===== config.mk =====
export PLATFORM = sky130hd
export DESIGN_NAME = vga_timing
export DESIGN_NICKNAME = d
export VERILOG_FILES = /design/src/rtl/vga_timing.sv
export SDC_FILE = /design/constraint.sdc
export NUM_CORES = 1
export LEC_CHECK = 0
export CAP_MARGIN = 20
export CORE_MARGIN = 1.5
export CORE_UTILIZATION = 30
export CTS_CLUSTER_DIAMETER = 60
export DETAILED_ROUTE_END_ITERATION = 8
export PLACE_DENSITY = 0.49
export RECOVER_POWER = 100
export SLEW_MARGIN = 25
export SYNTH_ARGS = -nofsm -noshare
export SYNTH_HDL_FRONTEND = slang
export SYNTH_SLANG_ARGS = --single-unit

===== constraint.sdc =====
create_clock -name clk_i -period 2.75 [get_ports clk_i]
set_input_delay 0.6875 -clock clk_i [delete_from_list [all_inputs] [get_ports clk_i]]
set_output_delay 0.6875 -clock clk_i [all_outputs]
set_load 0.02 [all_outputs]

===== src/rtl/vga_timing.sv =====
// rtl/vga_timing.sv - VGA raster timing generator with registered counters, syncs, DE and line/frame markers
module vga_timing #(
  parameter int H_ACTIVE   = 640,
  parameter int H_FRONT    = 16,
  parameter int H_SYNC     = 96,
  parameter int H_BACK     = 48,
  parameter int V_ACTIVE   = 480,
  parameter int V_FRONT    = 10,
  parameter int V_SYNC     = 2,
  parameter int V_BACK     = 33,
  parameter bit H_SYNC_POL = 1'b0,
  parameter bit V_SYNC_POL = 1'b0,
  parameter int CNT_W      = 10
) (
  input  logic             clk_i,
  input  logic             rst_i,
  input  logic             en_i,
  output logic [CNT_W-1:0] x_o,
  output logic [CNT_W-1:0] y_o,
  output logic             de_o,
  output logic             hsync_o,
  output logic             vsync_o,
  output logic             line_o,
  output logic             frame_o
);

  localparam int H_TOTAL = H_ACTIVE + H_FRONT + H_SYNC + H_BACK;
  localparam int V_TOTAL = V_ACTIVE + V_FRONT + V_SYNC + V_BACK;

  localparam logic [CNT_W-1:0] H_LAST = CNT_W'(H_TOTAL - 1);
  localparam logic [CNT_W-1:0] V_LAST = CNT_W'(V_TOTAL - 1);
  localparam logic [CNT_W-1:0] H_ACT  = CNT_W'(H_ACTIVE);
  localparam logic [CNT_W-1:0] V_ACT  = CNT_W'(V_ACTIVE);
  localparam logic [CNT_W-1:0] H_SS   = CNT_W'(H_ACTIVE + H_FRONT);
  localparam logic [CNT_W-1:0] H_SE   = CNT_W'(H_ACTIVE + H_FRONT + H_SYNC);
  localparam logic [CNT_W-1:0] V_SS   = CNT_W'(V_ACTIVE + V_FRONT);
  localparam logic [CNT_W-1:0] V_SE   = CNT_W'(V_ACTIVE + V_FRONT + V_SYNC);

  logic [CNT_W-1:0] x_q, x_d;
  logic [CNT_W-1:0] y_q, y_d;
  logic             de_q, de_d;
  logic             hsync_q, hsync_d;
  logic             vsync_q, vsync_d;
  logic             line_q, line_d;
  logic             frame_q, frame_d;
  logic             hs_act, vs_act;

  // Next raster position, and the markers decoded from that position so they
  // land in the same register stage as the counters (zero skew).
  always_comb begin
    x_d = x_q;
    y_d = y_q;
    if (en_i) begin
      if (x_q == H_LAST) begin
        x_d = '0;
        y_d = (y_q == V_LAST) ? '0 : y_q + CNT_W'(1);
      end else begin
        x_d = x_q + CNT_W'(1);
      end
    end
    hs_act  = (x_d >= H_SS) && (x_d < H_SE);
    vs_act  = (y_d >= V_SS) && (y_d < V_SE);
    de_d    = (x_d < H_ACT) && (y_d < V_ACT);
    hsync_d = H_SYNC_POL ? hs_act : ~hs_act;
    vsync_d = V_SYNC_POL ? vs_act : ~vs_act;
    line_d  = (x_d == '0);
    frame_d = (x_d == '0) && (y_d == '0);
  end

  // State registers; reset parks the raster on its last position so the
  // first tick lands on (0,0).
  always_ff @(posedge clk_i or posedge rst_i) begin
    if (rst_i) begin
      x_q     <= H_LAST;
      y_q     <= V_LAST;
      de_q    <= 1'b0;
      hsync_q <= ~H_SYNC_POL;
      vsync_q <= ~V_SYNC_POL;
      line_q  <= 1'b0;
      frame_q <= 1'b0;
    end else if (en_i) begin
      x_q     <= x_d;
      y_q     <= y_d;
      de_q    <= de_d;
      hsync_q <= hsync_d;
      vsync_q <= vsync_d;
      line_q  <= line_d;
      frame_q <= frame_d;
    end
  end

  assign x_o     = x_q;
  assign y_o     = y_q;
  assign de_o    = de_q;
  assign hsync_o = hsync_q;
  assign vsync_o = vsync_q;
  assign line_o  = line_q;
  assign frame_o = frame_q;

endmodule


# --- Yosys cells after proc, flatten, opt, wreduce, memory -nomap -nowiden ---
# Cells that the tools add are included.
word_totals:
  register_bits: 25
  latch_bits: 0
  ramBits: 0
  rom_bits: 0
  out_inout_bits: 25
  n_memories: 0
op_classes:
  n_addsub: 2
  multipliers: 0
  n_div: 0
  order_cmp: 6
  n_eq_ne: 2
  shifts: 0
  n_mux: 5
  bitwise_logic: 2
  reduce_logical: 6
ops:
  columns: ["op", "n"]
  rows:
  - ["two-way mux 10 bit", 5]
  - ["adder 10 x 1 -> 10 bit (second input constant)", 2]
  - ["equality test 10 bit (second input constant)", 2]
  - ["zero test 10 bit", 2]
  - ["less-than comparator 10 bit (second input constant)", 2]
  - ["less-than comparator 10 x 9 -> 1 bit (second input constant)", 2]
  - [">= comparator 10 bit (second input constant)", 1]
  - [">= comparator 10 x 9 -> 1 bit (second input constant)", 1]
  - ["logical AND 1 bit", 4]
  - ["NOT 1 bit", 2]

# --- Longest topological paths before layout ---
logic_depth:
  ltp_word: 7
  depth_mapped: 8
  mapped_depth_nobuf: 8

# --- Worst setup path after synthesis ---
# No wires, ideal clock.
synth_path:
  path_type: "flip-flop to flip-flop"
  from: "reg x_q[0], in the netlist x_o[0]"
  to: "reg de_q, in the netlist de_o"
  setup_ns: 0.095
  arrival_time_ns: 2.320
  required_ns: 2.655
  slack_ns: 0.334
  path_stages_with_launch: 8
  synth_period_minus_slack_ns: 2.416
  cell_sequence: "dfstp_2 -> ha_1 -> nand3b_4 -> or3_4 -> or3_4 -> xnor2_2 -> and3_2 -> o32ai_2"
synth_via:
  elab_chain_cells: 5
  elab_cells_between_ends: 9
  classes_between: "add/sub: 1; order compare: 2; eq/ne: 1; mux: 4; reduce/logical: 1"
synth_rtl:
  columns: ["element", "line_no", "source"]
  rows:
  - ["start, declared", "39", "logic [CNT_W-1:0] x_q, x_d;"]
  - ["start signal, assigned", "74", "x_q <= H_LAST;"]
  - ["start signal, assigned", "82", "x_q <= x_d;"]
  - ["adder 10 x 1 -> 10 bit or equality test 10 bit (tied branches)", "58, 54", null]
  - ["two-way mux 10 bit", "54", "if (x_q == H_LAST) begin"]
  - ["two-way mux 10 bit", "53", "if (en_i) begin"]
  - ["less-than comparator 10 bit or less-than comparator 10 x 9 -> 1 bit (tied branches)", "63", "de_d = (x_d < H_ACT) && (y_d < V_ACT);"]
  - ["logical AND 1 bit (*)", "63", null]
  - ["end signal, assigned", "76", "de_q <= 1'b0;"]
  - ["end signal, assigned", "84", "de_q <= de_d;"]
  - ["end, declared", "41", "logic de_q, de_d;"]
# Every way passes the cells marked *; elsewhere a longest branch is shown, timed or not.
# A chain may end at the register's enable or synchronous reset.

# --- Worst setup path after layout ---
layout_path:
  from: "in en_i"
  to: "reg frame_q, in the netlist frame_o"
layout_via:
  elab_chain_cells: 3
  elab_cells_between_ends: 5
  classes_between: "mux: 2; reduce/logical: 3"
layout_rtl:
  columns: ["element", "line_no", "source"]
  rows:
  - ["start, declared", "17", "input logic en_i,"]
  - ["two-way mux 10 bit", "53", null]
  - ["zero test 10 bit", "67", "frame_d = (x_d == '0) && (y_d == '0);"]
  - ["logical AND 1 bit", "67", null]
  - ["end signal, assigned", "88", "frame_q <= frame_d;"]
  - ["end, declared", "45", "logic frame_q, frame_d;"]
# Several ways; a longest one is shown, not always the timed one.

==> summary.txt <==
Drt
  • Routed vias: 1498
  • DRT iter0 DRCs: 61
  • Total wire length: 4500 µm
  • Via density: 5.11
  • Per-cell routed wire length: 15.3 µm
  • Antenna-violating nets left: 0
  • Router iterations before antenna repair: 4
  • DRC viols: 0

Timing
  • Fmax: 391 MHz
  • RSZ-0062 raised after global routing: no
  • Pins Over Slew Limit: 0
  • Rel. slew slack: 5.60%
  • Clock Skew: 3.48 ps
  • Final number of setup-violating endpoints: 0
  • Crit path time final: 2560 ps
  • Slew @ Worst Pin: 1420 ps
  • Min Hold Slack: 481 ps
  • Fin. Hold Viols: 0
  • Sum Neg Setup Slack: 0 ps
  • Period utilization: 93.0%

Cells and area
  • Core Util, Final: 38.6%
  • Register Area: 641 µm²
  • Layout area overhead: 24.4%
  • Fillers: 579
  • Post-layout nets: 228
  • Multi-input logic area: 926 µm²
  • # diodes: 0
  • Fraction of layout cells with a size suffix above 1: 17.6%

Clock tree
  • Clock Sinks: 25
  • CTS Buf Count: 3
  • # Post-CTS Setup Buffers: 0
  • CTS tree: built
  • # hold bufs at CTS: 0
  • CTS Root Cell: clkbuf_8
  • PostCTS Resize Cnt: 0
  • Clock transition at path regs: 90 ps
  • Clock H-tree levels: 1
  • Skew-Pair Late Insertion Delay: 270 ps
  • Max Root-Sink Buffers: 2

Power
  • Net switching power: 407 µW
  • Max IR drop VDD: 0.456 mV
  • Clock network fraction of design power: 20.3%
  • Combinational power share: 31.6%
  • PwrDens: 528 nW/µm²
  • Switch share: 36.3%
  • P_int: 715 µW
  • Leak pwr: 0.906 nW
  • Seq pwr share: 48.1%

Yosys
  • Syn_nets: 191
  • Top FF cell, synth: dfrtp_1
  • Cell taking the most area after synthesis: dfrtp_1
  • Most frequent cells after synthesis: nand2_1 (17), nor2_1 (17), dfrtp_1 (13), dfstp_2 (12), xnor2_1 (12)
  • Post-synth cell types: 53
  • Asr flop ratio synth: 100%
  • Synth warnings: 0
  • Sequential area share after synthesis: 37.5%
  • Mapped Cells: 185
  • Mapped cell area: 1710 µm²
  • Number of synthesized register bits: 25
  • Number of enable flip-flop cells after synthesis: 0
  • Post-synthesis average cell area: 9.24 µm²
  • Dominant cells by area after synthesis: dfrtp_1 (19%), dfstp_2 (18%), xnor2_1 (6.1%), nand2_1 (3.7%), nor2_1 (3.7%)
  • Share of the synthesized area in the top cell type: 19.0%

Setup path
  • FF-to-FF path depth: 7
  • Crit start category: input port
  • Reg2reg start: x_o[0]
  • Crit Path Category: in2reg
  • Flop2flop setup slack: 230 ps
  • CP endpoint: frame_o
  • CP arrival: 2780 ps
  • Critical Path End Type: register
  • R2r endpoint: frame_o
  • Crit path launch: en_i
  • Worst Path Required: 2970 ps
  • Crit Path Max Fanout: 3

Global route
  • Busiest grt layer: met2
  • Initial antenna violation count: 0
  • Grt met1 use: 19.0%
  • GRT Residual Overflow: 0
  • Met2 GRT Util: 27.0%
  • Largest net degree at the start of global routing: 26
  • Vias in the first global route: 1483
  • Total track usage: 15.4%
  • Met3 Use GR: 3.14%
  • First-pass GRT wire length: 7330 µm

Die
  • Core area: 5510 µm²
  • Die Wd: 78.5 µm
  • Num ports: 28
  • Die Ht: 78.5 µm
  • FP Rows: 27
  • Initial Util: 31.0%
  • Die Area: 6160 µm²

Placement
  • RePlAce Congestion: 0.796
  • DP Wirelength: 3300 µm
  • PortBufs: 27

Job
  • Maxcap violations: 0

Outcome
  • Status: finished, final reports clean

Hold path
  • Worst hold path type: reg2reg
## how the worst min path moves through the flow
stage	startpoint	end	slack, ps	cells after the start
after CTS	line_o	line_o	490	1
after floorplan	vsync_o	vsync_o	520	2
after detailed placement	line_o	line_o	470	1
after global placement	line_o	line_o	490	1
after global routing	line_o	line_o	500	1
final	line_o	line_o	480	1
## registers in the layout, indices dropped and copies added (netlist names)
signal   flops
de_o         1
frame_o      1
hsync_o      1
line_o       1
vsync_o      1
x_o         10
y_o         10
## kinds of logic (layout without fill, tap and decap cells)
logic type,after synthesis,after routing,share of synthesized area (%)
and+or+nand+nor,79,79,28.0
AOI/OAI and AO/OA,38,38,16.5
DFF,25,25,37.5
buffers and inverters,22,58,5.93
xor gates and xnor gates,16,16,8.64
adders and majority gates,3,3,2.20
muxes,2,2,1.24
## power by group through the flow
stage	Clock [mW]	Sequential [mW]	Combinational, mW
floorplan	0	0.559	0.213
global placement	0	0.551	0.388
detailed placement	0	0.546	0.382
CTS	0.239	0.542	0.385
global route	0.254	0.553	0.391
finish	0.228	0.540	0.355
## final cells by class
| type | instances | share of cell area, % |
|---|---|---|
| clock buffers | 4 | 2.12 |
| inverters | 10 | 1.77 |
| multi-input cells | 138 | 43.6 |
| flip-flops and latches | 25 | 30.1 |
| well taps | 72 | 4.24 |
| repair buffers | 44 | 18.2 |
## worst max-delay path, stage by stage
cell and delay, ps:
clkdlybuf4s50_1 510, nand4b_2 120, or3_1 400, or3_1 400
xnor2_1 160, nor4_1 300, a32o_1 190
## metal layers
| metal | vias up | share of wire (%) |
|---|---|---|
| li1 | 745 | - |
| met1 | 717 | 46 |
| met2 | 30 | 49 |
| met3 | 6 | 3.5 |
| met4 | 0 | 1.4 |
| met5 | - | 0 |
## per-stage QoR
step | cells | power [mW] | instance area (µm²) | worst slack [ps]
2_1_floorplan | 185 | 0.772 | 1710 | 334
3_3_place_gp | 289 | 0.938 | 2130 | -90.1
3_5_place_dp | 289 | 0.928 | 2130 | -124
4_1_cts | 293 | 1.17 | 2180 | 163
5_1_grt | 293 | 1.20 | 2130 | 43.4
6_report | 293 | 1.12 | 2130 | 191
## cell usage in the layout, fill, tap and decap left out, types with 2 or more instances in the layout
cell type      instances
a21o_1                 3
a21oi_1                3
a32o_1                 3
a32oi_1                2
and3b_1                2
and4_1                 4
buf_4                 13
clkbuf_1               4
clkbuf_8               3
dfrtp_1               13
dfstp_2               11
dlygate4sd3_1         26
ha_1                   3
inv_1                 10
nand2_1               17
nand3_1               11
nand4_1                6
nor2_1                17
nor3_1                 4
nor4_1                 6
o21ai_0               11
or3_1                  2
xnor2_1               13
xor2_1                 3
Power figures use the tool's default switching activity.
